==> config.mk <==
export PLATFORM = sky130hd
export DESIGN_NAME = aud_recorder_multi
export DESIGN_NICKNAME = d
export VERILOG_FILES = /design/src/rtl/aud_pkg.sv /design/src/rtl/aud_i2s_deser.sv /design/src/rtl/aud_recorder_multi.sv
export SDC_FILE = /design/constraint.sdc
export NUM_CORES = 1
export LEC_CHECK = 0
export BUFFER_PORTS_ARGS = -buffer_cell sky130_fd_sc_hd__buf_2
export CORE_MARGIN = 5
export CORE_UTILIZATION = 44
export DETAILED_ROUTE_END_ITERATION = 8
export SYNTH_ARGS = -nofsm -noshare
export SYNTH_HDL_FRONTEND = slang
export SYNTH_SLANG_ARGS = --single-unit
export TNS_END_PERCENT = 20
==> constraint.sdc <==
create_clock -name i_clk -period 5.2 [get_ports i_clk]
set_input_delay 1.04 -clock i_clk [delete_from_list [all_inputs] [get_ports i_clk]]
set_output_delay 1.04 -clock i_clk [all_outputs]
set_load 0.03 [all_outputs]
==> src/rtl/aud_pkg.sv <==
// Shared types for the audio recorder capture path: FSM states, capture modes
// and the mode decode used when a recording is started.
package aud_pkg;

  typedef enum logic [2:0] {
    IDLE    = 3'd0,
    ARMED   = 3'd1,
    CAPTURE = 3'd2,
    PAUSED  = 3'd3,
    FULL    = 3'd4
  } rec_state_e;

  typedef enum logic [1:0] {
    MODE_L  = 2'd0,
    MODE_R  = 2'd1,
    MODE_ST = 2'd2
  } rec_mode_e;

  // Bit counter width inside the deserialiser; covers sample widths up to 32.
  localparam int CNT_W = 6;

  // Code 3 is reserved and records the left channel.
  function automatic rec_mode_e decode_mode(input logic [1:0] m);
    case (m)
      2'd1:    return MODE_R;
      2'd2:    return MODE_ST;
      default: return MODE_L;
    endcase
  endfunction

endpackage

==> src/rtl/aud_i2s_deser.sv <==
// I2S receive front end: detects ADCLRCK transitions, skips the one-bit I2S
// delay slot, then shifts in DATA_W bits MSB first. word/word_valid are
// combinational on the edge that samples the LSB so the caller can register
// the finished word on that same edge. Bits past DATA_W in a frame are ignored.
module aud_i2s_deser
  import aud_pkg::*;
#(
  parameter int DATA_W = 16
) (
  input  logic              i_clk,
  input  logic              i_rst_n,
  input  logic              lrc,
  input  logic              data,
  output logic [DATA_W-1:0] word,
  output logic              word_valid,
  output logic              word_is_right,
  output logic              frame_start
);

  logic              lrc_q;
  logic              lrc_vld_q;
  logic              side_q;
  logic [CNT_W-1:0]  cnt_q;
  logic [DATA_W-1:0] shift_q;

  // lrc_vld_q blocks a false frame start on the first edge after reset, when
  // lrc_q has not yet seen the real clock level.
  assign frame_start   = lrc_vld_q && (lrc != lrc_q);
  assign word_valid    = !frame_start && (cnt_q == CNT_W'(1));
  assign word          = (shift_q << 1) | DATA_W'(data);
  assign word_is_right = side_q;

  // Frame tracking, remaining-bit counter and shift register.
  always_ff @(posedge i_clk or negedge i_rst_n) begin
    if (!i_rst_n) begin
      lrc_q     <= 1'b0;
      lrc_vld_q <= 1'b0;
      side_q    <= 1'b0;
      cnt_q     <= '0;
      shift_q   <= '0;
    end else begin
      lrc_q     <= lrc;
      lrc_vld_q <= 1'b1;
      if (frame_start) begin
        // Delay slot: data on this edge belongs to no word.
        side_q  <= lrc;
        cnt_q   <= CNT_W'(DATA_W);
        shift_q <= '0;
      end else if (cnt_q != '0) begin
        cnt_q   <= cnt_q - CNT_W'(1);
        shift_q <= word;
      end
    end
  end

endmodule

==> src/rtl/aud_recorder_multi.sv <==
// I2S capture engine feeding the recorder SRAM write port. Captures left,
// right or interleaved stereo words to sequential addresses, with wrap or
// stop-at-end buffering, pause/resume and a saturating written-length count.
//
// Write contract: o_wen is a single-cycle strobe with no back-pressure; while
// it is high, o_address and o_data describe one complete word and the sink
// must accept it that cycle. o_address/o_len advance on the edge ending it.
module aud_recorder_multi
  import aud_pkg::*;
#(
  parameter int DATA_W = 16,
  parameter int ADDR_W = 20,
  parameter int DEPTH  = 2**ADDR_W
) (
  input  logic              i_clk,
  input  logic              i_rst_n,
  input  logic              i_lrc,
  input  logic              i_data,
  input  logic              i_start,
  input  logic              i_pause,
  input  logic              i_stop,
  input  logic [1:0]        i_mode,
  input  logic              i_wrap,
  output logic [ADDR_W-1:0] o_address,
  output logic [DATA_W-1:0] o_data,
  output logic              o_wen,
  output logic [ADDR_W:0]   o_len,
  output logic              o_busy,
  output logic              o_full,
  output logic [2:0]        o_state
);

  localparam logic [ADDR_W-1:0] LAST_ADDR = ADDR_W'(DEPTH - 1);
  localparam logic [ADDR_W:0]   LEN_MAX   = (ADDR_W+1)'(DEPTH);

  rec_state_e state_q, state_d;
  rec_mode_e  mode_q;
  logic       wrap_q;
  logic       half_q;    // stereo: left word taken, right word still owed
  logic       bumped_q;  // last address advance also incremented o_len

  logic [DATA_W-1:0] word;
  logic              word_valid;
  logic              word_is_right;
  logic              frame_start;

  logic exp_right, pair_done, word_accept, frame_sel;
  logic abort, pause_req, drop_pair, full_hit;

  aud_i2s_deser #(.DATA_W(DATA_W)) u_deser (
    .i_clk        (i_clk),
    .i_rst_n      (i_rst_n),
    .lrc          (i_lrc),
    .data         (i_data),
    .word         (word),
    .word_valid   (word_valid),
    .word_is_right(word_is_right),
    .frame_start  (frame_start)
  );

  // Qualifiers shared by the FSM and the address/length datapath.
  always_comb begin
    exp_right   = (mode_q == MODE_R) || ((mode_q == MODE_ST) && half_q);
    pair_done   = (mode_q != MODE_ST) || half_q;
    // A word finishing on the same edge as pause/stop is dropped.
    word_accept = (state_q == CAPTURE) && word_valid &&
                  (word_is_right == exp_right) && !i_pause && !i_stop;
    // Stereo arms only on a left frame so pairs start at even addresses.
    frame_sel   = frame_start && (i_lrc == (mode_q == MODE_R));
    // A frame of the wrong side starting mid-capture means the word was lost.
    abort       = (state_q == CAPTURE) && frame_start && (i_lrc != exp_right);
    pause_req   = i_pause && ((state_q == ARMED) || (state_q == CAPTURE));
    drop_pair   = (mode_q == MODE_ST) && half_q && (pause_req || abort);
    full_hit    = o_wen && (o_address == LAST_ADDR) && !wrap_q;
  end

  // State register.
  always_ff @(posedge i_clk or negedge i_rst_n) begin
    if (!i_rst_n) state_q <= IDLE;
    else          state_q <= state_d;
  end

  // Next-state decode; stop beats everything, end-of-buffer beats pause.
  always_comb begin
    state_d = state_q;
    if (i_stop) begin
      state_d = IDLE;
    end else if (full_hit) begin
      state_d = FULL;
    end else begin
      case (state_q)
        IDLE:    if (i_start) state_d = ARMED;
        ARMED: begin
          if (i_pause)        state_d = PAUSED;
          else if (frame_sel) state_d = CAPTURE;
        end
        CAPTURE: begin
          if (i_pause)                       state_d = PAUSED;
          else if (abort)                    state_d = ARMED;
          else if (word_accept && pair_done) state_d = ARMED;
        end
        PAUSED:  if (i_start) state_d = ARMED;
        FULL:    state_d = FULL;
        default: state_d = IDLE;
      endcase
    end
  end

  // Status outputs decoded from the state.
  always_comb begin
    o_busy  = (state_q != IDLE);
    o_full  = (state_q == FULL);
    o_state = state_q;
  end

  // Write strobe, address/length bookkeeping and configuration latch.
  always_ff @(posedge i_clk or negedge i_rst_n) begin
    if (!i_rst_n) begin
      o_wen     <= 1'b0;
      o_data    <= '0;
      o_address <= '0;
      o_len     <= '0;
      mode_q    <= MODE_L;
      wrap_q    <= 1'b0;
      half_q    <= 1'b0;
      bumped_q  <= 1'b0;
    end else begin
      o_wen <= word_accept;
      if (word_accept) o_data <= word;

      if (i_stop || (state_q == IDLE)) begin
        o_address <= '0;
        o_len     <= '0;
        half_q    <= 1'b0;
        bumped_q  <= 1'b0;
        if (!i_stop && (state_q == IDLE) && i_start) begin
          mode_q <= decode_mode(i_mode);
          wrap_q <= i_wrap;
        end
      end else if (drop_pair) begin
        // Give back the half-written pair so it is overwritten whole later.
        half_q <= 1'b0;
        if (!o_wen) begin
          o_address <= o_address - ADDR_W'(1);
          if (bumped_q) o_len <= o_len - (ADDR_W+1)'(1);
        end
      end else begin
        if (word_accept && (mode_q == MODE_ST)) half_q <= ~half_q;
        if (o_wen) begin
          if (o_address == LAST_ADDR) begin
            if (wrap_q) o_address <= '0;
          end else begin
            o_address <= o_address + ADDR_W'(1);
          end
          if (o_len != LEN_MAX) begin
            o_len    <= o_len + (ADDR_W+1)'(1);
            bumped_q <= 1'b1;
          end else begin
            bumped_q <= 1'b0;
          end
        end
      end
    end
  end

endmodule
# Word-level counts from Yosys, hierarchy flattened
# Cells that the tools add are included.
# op_classes
n_mul	0
n_shift	0
reduce_logical	42
n_addsub	5
n_eq_ne	22
n_mux	33
order_cmp	0
n_bitwise	2
div	0
# ops
op	n
2-to-1 mux 21 bit	6
2-to-1 mux 20 bit	6
2-to-1 mux 15 bit	2
2-to-1 mux 3 bit	8
adder 21 x 1 -> 21 bit, second input constant	1
!= test 21 bit, second input constant	1
subtractor 21 x 1 -> 21 bit, second input constant	1
adder 20 x 1 -> 20 bit, second input constant	1
== test 20 bit, second input constant	1
subtractor 20 x 1 -> 20 bit, second input constant	1
logical AND 1 bit	18
bitwise OR 16 x 1 -> 16 bit	1
nonzero test 3 bit	5
2-to-1 mux 6 bit	2
case mux 3 bit (4 select lines)	1
2-to-1 mux 1 bit	7
== test 3 x 2 -> 1 bit, second input constant	2
== test 6 x 1 -> 1 bit, second input constant	1
!= test 6 x 5 -> 1 bit, second input constant	1
AND reduction 3 bit	2
nonzero test 6 bit	1
subtractor 6 x 1 -> 6 bit, second input constant	1
logical OR 1 bit	5
!= test 5 bit, second input constant	1
other kinds (19)	28
# word_totals
register_bits	90
out_inout_bits	63
mem_bits_ro	0
mem_bits_rw	0
mem_count	0
word_cells	118
latchBits	0

# Logic depth before layout (Yosys ltp)
# Gate-level depths: netlist of the first run.
# depth
depth_word	15
ltp_mapped	15

# Cells and area by module
# A second synthesis of the first run with hierarchy kept.
# hier_totals
cells_unflattened	641
hier_area_um2	5700.5
# modules_own_cells
module	area_per_inst_um2	cells_each	n_inst
aud_recorder_multi	4591.9	527	1
aud_i2s_deser	1108.6	114	1

# Worst setup path after synthesis of the first run
# No wires, ideal clock.
# synth_path
kind	input -> register
start	input port i_lrc
end	register o_len[20]
arrival_time_ns	4.041
n_path_buf	1
slack_ns	1.081
stages	13
path_cell_list	and4b_1 -> a211oi_2 -> o31ai_1 -> nand2_1 -> clkbuf_1 -> xnor2_1 -> ha_1 -> or4_1 -> nand2_1 -> o31ai_1 -> o311a_1 -> or4_1 -> a21oi_1
# synth_via
elab_chain_len	8
elab_cells_between_ends	13
cone_classes	eq/ne (3); mux (2); reduce/logical (8)
# synth_lines
item	line_no	rtl
start, declared	aud_recorder_multi.sv:17	input logic i_lrc,
!= test 1 bit	aud_i2s_deser.sv:28	assign frame_start = lrc_vld_q && (lrc != lrc_q);
logical AND 1 bit	aud_i2s_deser.sv:28	
logical AND 1 bit	aud_recorder_multi.sv:71	abort = (state_q == CAPTURE) && frame_start && (i_lrc != exp_right);
logical AND 1 bit (*)	aud_recorder_multi.sv:71	
logical OR 1 bit (*)	aud_recorder_multi.sv:73	drop_pair = (mode_q == MODE_ST) && half_q && (pause_req || abort);
logical AND 1 bit (*)	aud_recorder_multi.sv:73	
!= test 3 x 2 -> 1 bit (no line), or another cell as far along	-	
AND reduction 4 bit (no line) / 2-to-1 mux 21 bit (equally long branches)	-	
end signal, assigned	aud_recorder_multi.sv:145	if (bumped_q) o_len <= o_len - (ADDR_W+1)'(1);
end signal, assigned	aud_recorder_multi.sv:156	o_len <= o_len + (ADDR_W+1)'(1);
end, declared	aud_recorder_multi.sv:27	output logic [ADDR_W:0] o_len,
# Every way passes the cells marked *; elsewhere a longest branch is shown, timed or not.
# A chain may end at the register's enable or synchronous reset.

# Worst setup path in the final report of the first run
# Same ends and word-level chain as after synthesis.

==> results by group, run 1 <==
Run status
  – Status: finished, final reports clean

Layout
  – Share of cells above drive strength 1: 17.1%
  – P&R area growth vs syn: 14.2%
  – Final core utilization: 50.5%
  – # fillers: 1235
  – Footprint of the flip-flops and latches: 2250 um2
  – Antenna Cells: 0
  – Multi-input combinational cell area: 3050 um2
  – Final net count: 743

Yosys
  – Syn. warnings: 0
  – Ys flop type: dfrtp_1
  – Top-count cell post-synth: nand2_1
  – Register bit count reported by yosys: 90
  – Area share of the largest cell type after synthesis: 40.8%
  – Netlist Area Pre-Place: 5520 um2
  – Syn_nets: 690
  – Top post-synthesis cells by area: dfrtp_1 41%, nand2_1 8.6%, a21oi_1 5.0%
  – Post-Syn Area per Cell: 8.20 um2
  – Synth cell count leaders: 126 x nand2_1, 90 x dfrtp_1, 55 x a21oi_1
  – Async set-reset flop share out of synthesis: 100%
  – Netlist cell types: 73
  – EDFF count, synth: 0
  – Seq/Total Area, Yosys: 40.8%
  – Yosys top cell by area: dfrtp_1
  – Mapped Cells: 673

Timing
  – Hold WS: 0.469 ns
  – RSZ-0062 raised after global routing: no
  – Final Hold Fails: 0
  – Final setup fails: 0
  – Setup TNS: 0 ns
  – Final min period: 3.83 ns
  – Final worst path period share: 73.6%
  – Worst slew pin tran: 1.23 ns
  – Max-slew violations: 0
  – Fmax: 0.261 GHz
  – Slew margin rel.: 17.9%
  – Fin Clk Skew: 0.00903 ns

CTS
  – Worst skew pair latency: 0.35 ns
  – CTS tree: done
  – Num CTS Buffers: 9
  – # resized after CTS: 0
  – Post-CTS setup buffer count: 0
  – Clock Pin Slew Worst Setup and Hold Paths: 0.06 ns
  – H-tree Lvls: 3
  – Number of buffers inserted by hold repair at cts: 0
  – Clock tree buffer depth: 2
  – Root Buffer: clkbuf_16
  – Clk sinks: 90

Place
  – Gpl congestion: 0.906
  – Number of port buffers: 72
  – Final HPWL DP: 10800 um

Route
  – Final WL: 16000 um
  – Post-route ant nets: 0
  – Routed len/inst: 17.7 um
  – DR vias: 5334
  – Initial DRC count: 522
  – Post-route DRC: 0
  – Drt via density: 5.91
  – First-pass iteration count of the detailed router: 5

Worst setup path
  – FF-to-FF End: o_len[20]$_DFFE_PN0P_
  – WS Path Type: in2reg
  – Arrival time at the worst endpoint: 4.09 ns
  – Worst Setup SP: i_lrc
  – WP data required: 5.47 ns
  – R2R Setup Slk: 1.66 ns
  – Setup crit end kind: register
  – CP endpoint: o_len[20]$_DFFE_PN0P_
  – Startpoint types: primary input
  – Cells on worst reg2reg path: 12
  – FF-to-FF Start: o_state[0]$_DFFE_PN0P_
  – CP max FO: 7

Power and ir drop
  – PD cells: 293 nW/um2
  – Leakage: 2.87 nW
  – Peak supply drop: 0.000203 V

Worst hold path
  – Hold Crit Class: reg2reg

Global routing
  – Total track usage: 22.2%
  – First-pass GRT wire length: 26500 um
  – Pin count of the biggest net entering global routing: 57
  – GR Overflow Total: 0
  – Vias in the first global route: 5049
  – Initial antenna violation count: 0

Job
  – Max Cap Viol: 0

Floorplanning
  – Die ar.: 14900 um2
  – Row count: 41
  – Core box area: 12500 um2
  – I/O pin total: 73
  – Die X: 122 um
  – Initial core utilization: 44.2%
  – Die Height: 122 um
==> layout make-up <==
class / count / area share (%)
clock buffers: 9 / 3.58
multi-input cells: 530 / 48.4
clock inverters: 6 / 1.17
well taps: 172 / 3.42
repair buffers: 81 / 6.84
flip-flops and latches: 90 / 35.8
inverters: 14 / 0.835
==> sequential cells by signal, indices dropped and copies added, names as in the netlist, 2 cells and up <==
| signal | count |
|---|---|
| o_len | 21 |
| o_address | 20 |
| o_data | 16 |
| u_deser.shift_q | 15 |
| u_deser.cnt_q | 6 |
| o_state | 3 |
| mode_q | 2 |
==> placed cells by master (no fill, tap or decap), types with 8 or more instances in the layout <==
cell type  synthesis  final
or2_2             12     12
o21ai_0           23     23
buf_4              0     10
a21oi_1           55     55
dfrtp_1           90     90
or4_1             11     11
or3_1             20     20
nor3_1            23     21
clkbuf_16          0      9
o22ai_1           13     13
buf_2              8     71
nor4_1            14     14
nand3_1           28     28
nand2_1          126    126
nand4_1            8      8
o211ai_1           8      8
nor2_1            49     49
inv_1             13     13
nand2b_1           9      9
==> stage by stage <==
stage	setup slack, ns	total power [W]	cell area [um2]	instances
after floorplan	1.08	0.00108	5520	673
after global placement	1.14	0.00117	6000	887
after detailed placement	1.06	0.00118	6000	887
after CTS	1.42	0.00186	6300	902
after global routing	1.24	0.00195	6300	902
final	1.37	0.00184	6300	902
==> cell families (layout without fill, tap and decap cells) <==
kind of cell | count (synthesis) | count (layout) | synth area share (%)
DFF | 90 | 90 | 40.8
other | 1 | 1 | 0.0680
muxes | 4 | 4 | 0.771
xor gates and xnor gates | 14 | 14 | 2.22
and+or+nand+nor | 332 | 332 | 29.9
adders and majority gates | 7 | 7 | 1.59
buffers and inverters | 53 | 110 | 4.20
AOI/OAI and AO/OA | 172 | 172 | 20.4
==> per-layer routing <==
layer / vias up / part of all wire [%] / global-route usage, %
li1: 2565 / - / -
met1: 2543 / 46 / 31.2
met2: 195 / 46 / 34.7
met3: 31 / 5.4 / 3.25
met4: 0 / 2.3 / 8.75
met5: - / 0 / 0
==> report_power, final <==
part | total (W) | internal (W) | switching [W]
clock | 0.000671 | 0.000377 | 0.000294
sequential | 0.000820 | 0.000761 | 0.0000590
combinational | 0.000352 | 0.000120 | 0.000232
==> how the worst min path moves through the flow <==
stage | slack [ns] | end | start | cells after the start
after detailed placement | 0.46 | o_data[1]$_DFFE_PN0P_ | o_data[1]$_DFFE_PN0P_ | 2
after CTS | 0.47 | o_data[1]$_DFFE_PN0P_ | o_data[1]$_DFFE_PN0P_ | 2
after floorplan | 0.45 | o_data[15]$_DFFE_PN0P_ | u_deser.shift_q[14]$_DFFE_PN0P_ | 2
after global placement | 0.45 | o_data[1]$_DFFE_PN0P_ | o_data[1]$_DFFE_PN0P_ | 2
final | 0.47 | o_data[7]$_DFFE_PN0P_ | o_data[7]$_DFFE_PN0P_ | 2
after global routing | 0.49 | o_data[0]$_DFFE_PN0P_ | o_data[0]$_DFFE_PN0P_ | 2
==> worst max-delay path, stage by stage <==
cell and delay (ns):
buf_2 0.14, and4b_1 0.27, a211oi_2 0.07, o31ai_2 0.27, nand2_1 0.12, xnor2_1 0.15
ha_1 0.29, or4_1 0.50, nand2_1 0.10, o31ai_1 0.12, o311a_1 0.41, or4_1 0.47
a21oi_1 0.16
No activity file was read; power rests on OpenSTA's default activity.
==> run 2, diff against run 1 <==
--- a/config.mk
+++ b/config.mk
@@ -9,6 +9,7 @@
 export CORE_MARGIN = 5
 export CORE_UTILIZATION = 44
 export DETAILED_ROUTE_END_ITERATION = 8
+export PLACE_DENSITY = 0.66
 export SYNTH_ARGS = -nofsm -noshare
 export SYNTH_HDL_FRONTEND = slang
 export SYNTH_SLANG_ARGS = --single-unit
==> constraint.sdc (replaced) <==
create_clock -name i_clk -period 3.06 [get_ports i_clk]
set_input_delay 0.612 -clock i_clk [delete_from_list [all_inputs] [get_ports i_clk]]
set_output_delay 0.612 -clock i_clk [all_outputs]
set_load 0.03 [all_outputs]
==> run 2 against run 1 <==
Clock power rose by 58%; worst hold slack got worse by 0.24 ns; count of clock-buffer cells in the layout unchanged; highest routed layer unchanged.
==> results by group, run 2 (synthesis results as in run 1) <==
Place
  – Post-Place Cells: 939 (+5.9%)
  – Number of port buffers: 72 (unchanged)
  – Gpl congestion: 0.939 (+3.6%)
  – Final HPWL DP: 11600 um (+6.8%)
  – Post-DP Area: 6420 um2 (+7.1%)
  – DP Worst Slack: -0.357 ns (-1.42 ns)

Timing
  – Fin Clk Skew: 0.0122 ns (+0.00312 ns)
  – Final worst path period share: 98.7%
  – Max-slew violations: 0 (unchanged)
  – Fmax: 0.331 GHz
  – Slew margin rel.: 46.4% (+29 points)
  – Setup TNS: 0 ns (unchanged)
  – Final setup fails: 0 (unchanged)
  – Final min period: 3.02 ns
  – Worst slew pin tran: 0.802 ns (-0.425 ns)
  – RSZ-0062 raised after global routing: yes
  – Final Hold Fails: 0 (unchanged)
  – Worst setup margin: 0.0385 ns (-1.33 ns)

Layout
  – Antenna Cells: 0 (unchanged)
  – Max FFs per register: 21 (unchanged)
  – Largest Register: o_len
  – Final net count: 796 (+7.1%)
  – Cell area after layout: 6740 um2 (+7.0%)
  – Commonest non-fill, non-tap cells in the layout: 125 x nand2_1, 89 x dfrtp_1, 71 x buf_2
  – Largest registers: o_len: 21 flops, o_address: 20 flops, o_data: 16 flops
  – Share of cells above drive strength 1: 23.8% (+6.6 points)
  – Commonest non-fill, non-tap cell in the layout: nand2_1
  – Final Non-Filler Cells: 955 (+5.9%)
  – # fillers: 1203 (-2.6%)
  – P&R area growth vs syn: 22.2%

Floorplanning
  – Row count: 41 (unchanged)
  – Core box area: 12500 um2 (unchanged)
  – I/O pin total: 73 (unchanged)
  – Die Height: 122 um (unchanged)
  – Initial core utilization: 44.2% (unchanged)
  – Die X: 122 um (unchanged)
  – Die ar.: 14900 um2 (unchanged)

Route
  – Initial DRC count: 386 (-26%)
  – Post-route ant nets: 0 (unchanged)
  – Final WL: 16100 um (+0.61%)
  – Routed len/inst: 16.9 um (-5.0%)
  – DR vias: 5545 (+4.0%)
  – Post-route DRC: 0 (unchanged)
  – Drt via density: 5.81 (-1.8%)
  – First-pass iteration count of the detailed router: 5 (unchanged)

CTS
  – Clk sinks: 90 (unchanged)
  – H-tree Lvls: 3 (unchanged)
  – Clock tree buffer depth: 2 (unchanged)
  – Num CTS Buffers: 9 (unchanged)
  – Clock Pin Slew Worst Setup and Hold Paths: 0.07 ns (about the same)
  – Root Buffer: clkbuf_16
  – CTS tree: done
  – Number of buffers inserted by hold repair at cts: 0 (unchanged)
  – Worst skew pair latency: 0.35 ns (about the same)

Worst setup path
  – CP max FO: 3 (-4)
  – FF-to-FF Start: u_deser.lrc_q$_DFF_PN0_
  – Setup crit end kind: register
  – Startpoint types: register
  – Worst Setup SP: u_deser.lrc_q$_DFF_PN0_
  – Arrival time at the worst endpoint: 3.30 ns (-0.79 ns)
  – WP data required: 3.33 ns (-2.14 ns)
  – WS Path Type: reg2reg

Global routing
  – Met2 Resource Use GR: 35.7% (+1.0 points)
  – Routing usage on met1: 30.8% (-0.33 points)
  – Pin count of the biggest net entering global routing: 39 (-32%)
  – First-pass GRT wire length: 26900 um (+1.5%)
  – Initial antenna violation count: 0 (unchanged)
  – GR Overflow Total: 0 (unchanged)
  – Total track usage: 22.4% (+0.16 points)
  – Gr busiest metal: met2
  – Met3 Usage GRT: 3.95% (+0.70 points)
  – Vias in the first global route: 5353 (+6.0%)

Power and ir drop
  – Leakage: 3.13 nW (+9.2%)
  – PD cells: 466 nW/um2 (+59%)
  – Peak supply drop: 0.000414 V (+100%)

Run status
  – Status: finished, final reports clean

Worst hold path
  – Hold Crit Class: in2async

Job
  – Max Cap Viol: 0 (unchanged)
## run 2: cell count changes in the layout (fill, tap and decap cells not counted), sizes merged
cell      delta
bufinv       -1
buf         +53
clkinv       +2
clkinvlp     -1
## run 2: timing repair
action / CTS / global route
gates resized for setup: 2 / 5
gates cloned: 0 / 0
pin swaps: 2 / 2
buffers inserted: 1 / 0
setup endpoints to repair: 2 / 9
## run 2: where the power goes
group	leakage, nW	switching (W)	total (W)	internal (W)
clock network	0.134	0.000499	0.00106	0.000558
registers	1.23	0.0000939	0.00139	0.00129
logic	1.77	0.000424	0.000697	0.000273
## run 2: path summary, 6_finish.rpt
check	endpoint	slack, ns	cells after the start
worst max register to register	o_len[20]$_DFFE_PN0P_	0.04	12
worst min register to register	o_data[2]$_DFFE_PN0P_	0.47	2
min in group i_clk	o_data[2]$_DFFE_PN0P_	0.47	2
worst max-delay path	o_len[20]$_DFFE_PN0P_	0.04	12
max in group asynchronous	mode_q[1]$_DFFE_PN0P_	2.13	2
worst min-delay path	o_address[0]$_DFFE_PN0P_	0.23	1
## run 2: layout make-up
type                       instances  area (um2)  share of cell area (%)
sequential                        90        2250                    33.4
tap                              172         215                    3.19
clock buffer                       9         225                    3.34
timing repair buffer             134         853                    12.7
clock inverter                     6        50.0                   0.743
multi-input combinational        530        3090                    45.8
inverter                          14        52.6                   0.780
## run 2: critical path, cell delays in order, from the launching register on
cell and delay [ns]:
dfrtp_1 0.38, and2b_2 0.27, o22ai_2 0.11, o31ai_4 0.26
nand2_2 0.10, xnor2_1 0.13, ha_2 0.18, or4_4 0.43
nand2_1 0.10, o31ai_2 0.09, o311a_1 0.31, or4_1 0.46
a21oi_1 0.13
## run 2: per-layer routing
layer / vias to the layer above / wire [um]
met5: - / 0
met4: 0 / 284
met3: 23 / 899
met2: 190 / 7610
met1: 2677 / 7320
li1: 2655 / -
## run 2: per-stage QoR
stage / utilization, % / power [W] / hold slack, ns
CTS: 53.9 / 0.00316 / 0.242
global route: 54.1 / 0.00332 / 0.266
detailed placement: 51.5 / 0.00209 / 0.455
finish: 54.1 / 0.00314 / 0.226
floorplan: - / 0.00184 / 0.316
global placement: 51.5 / 0.00207 / 0.447
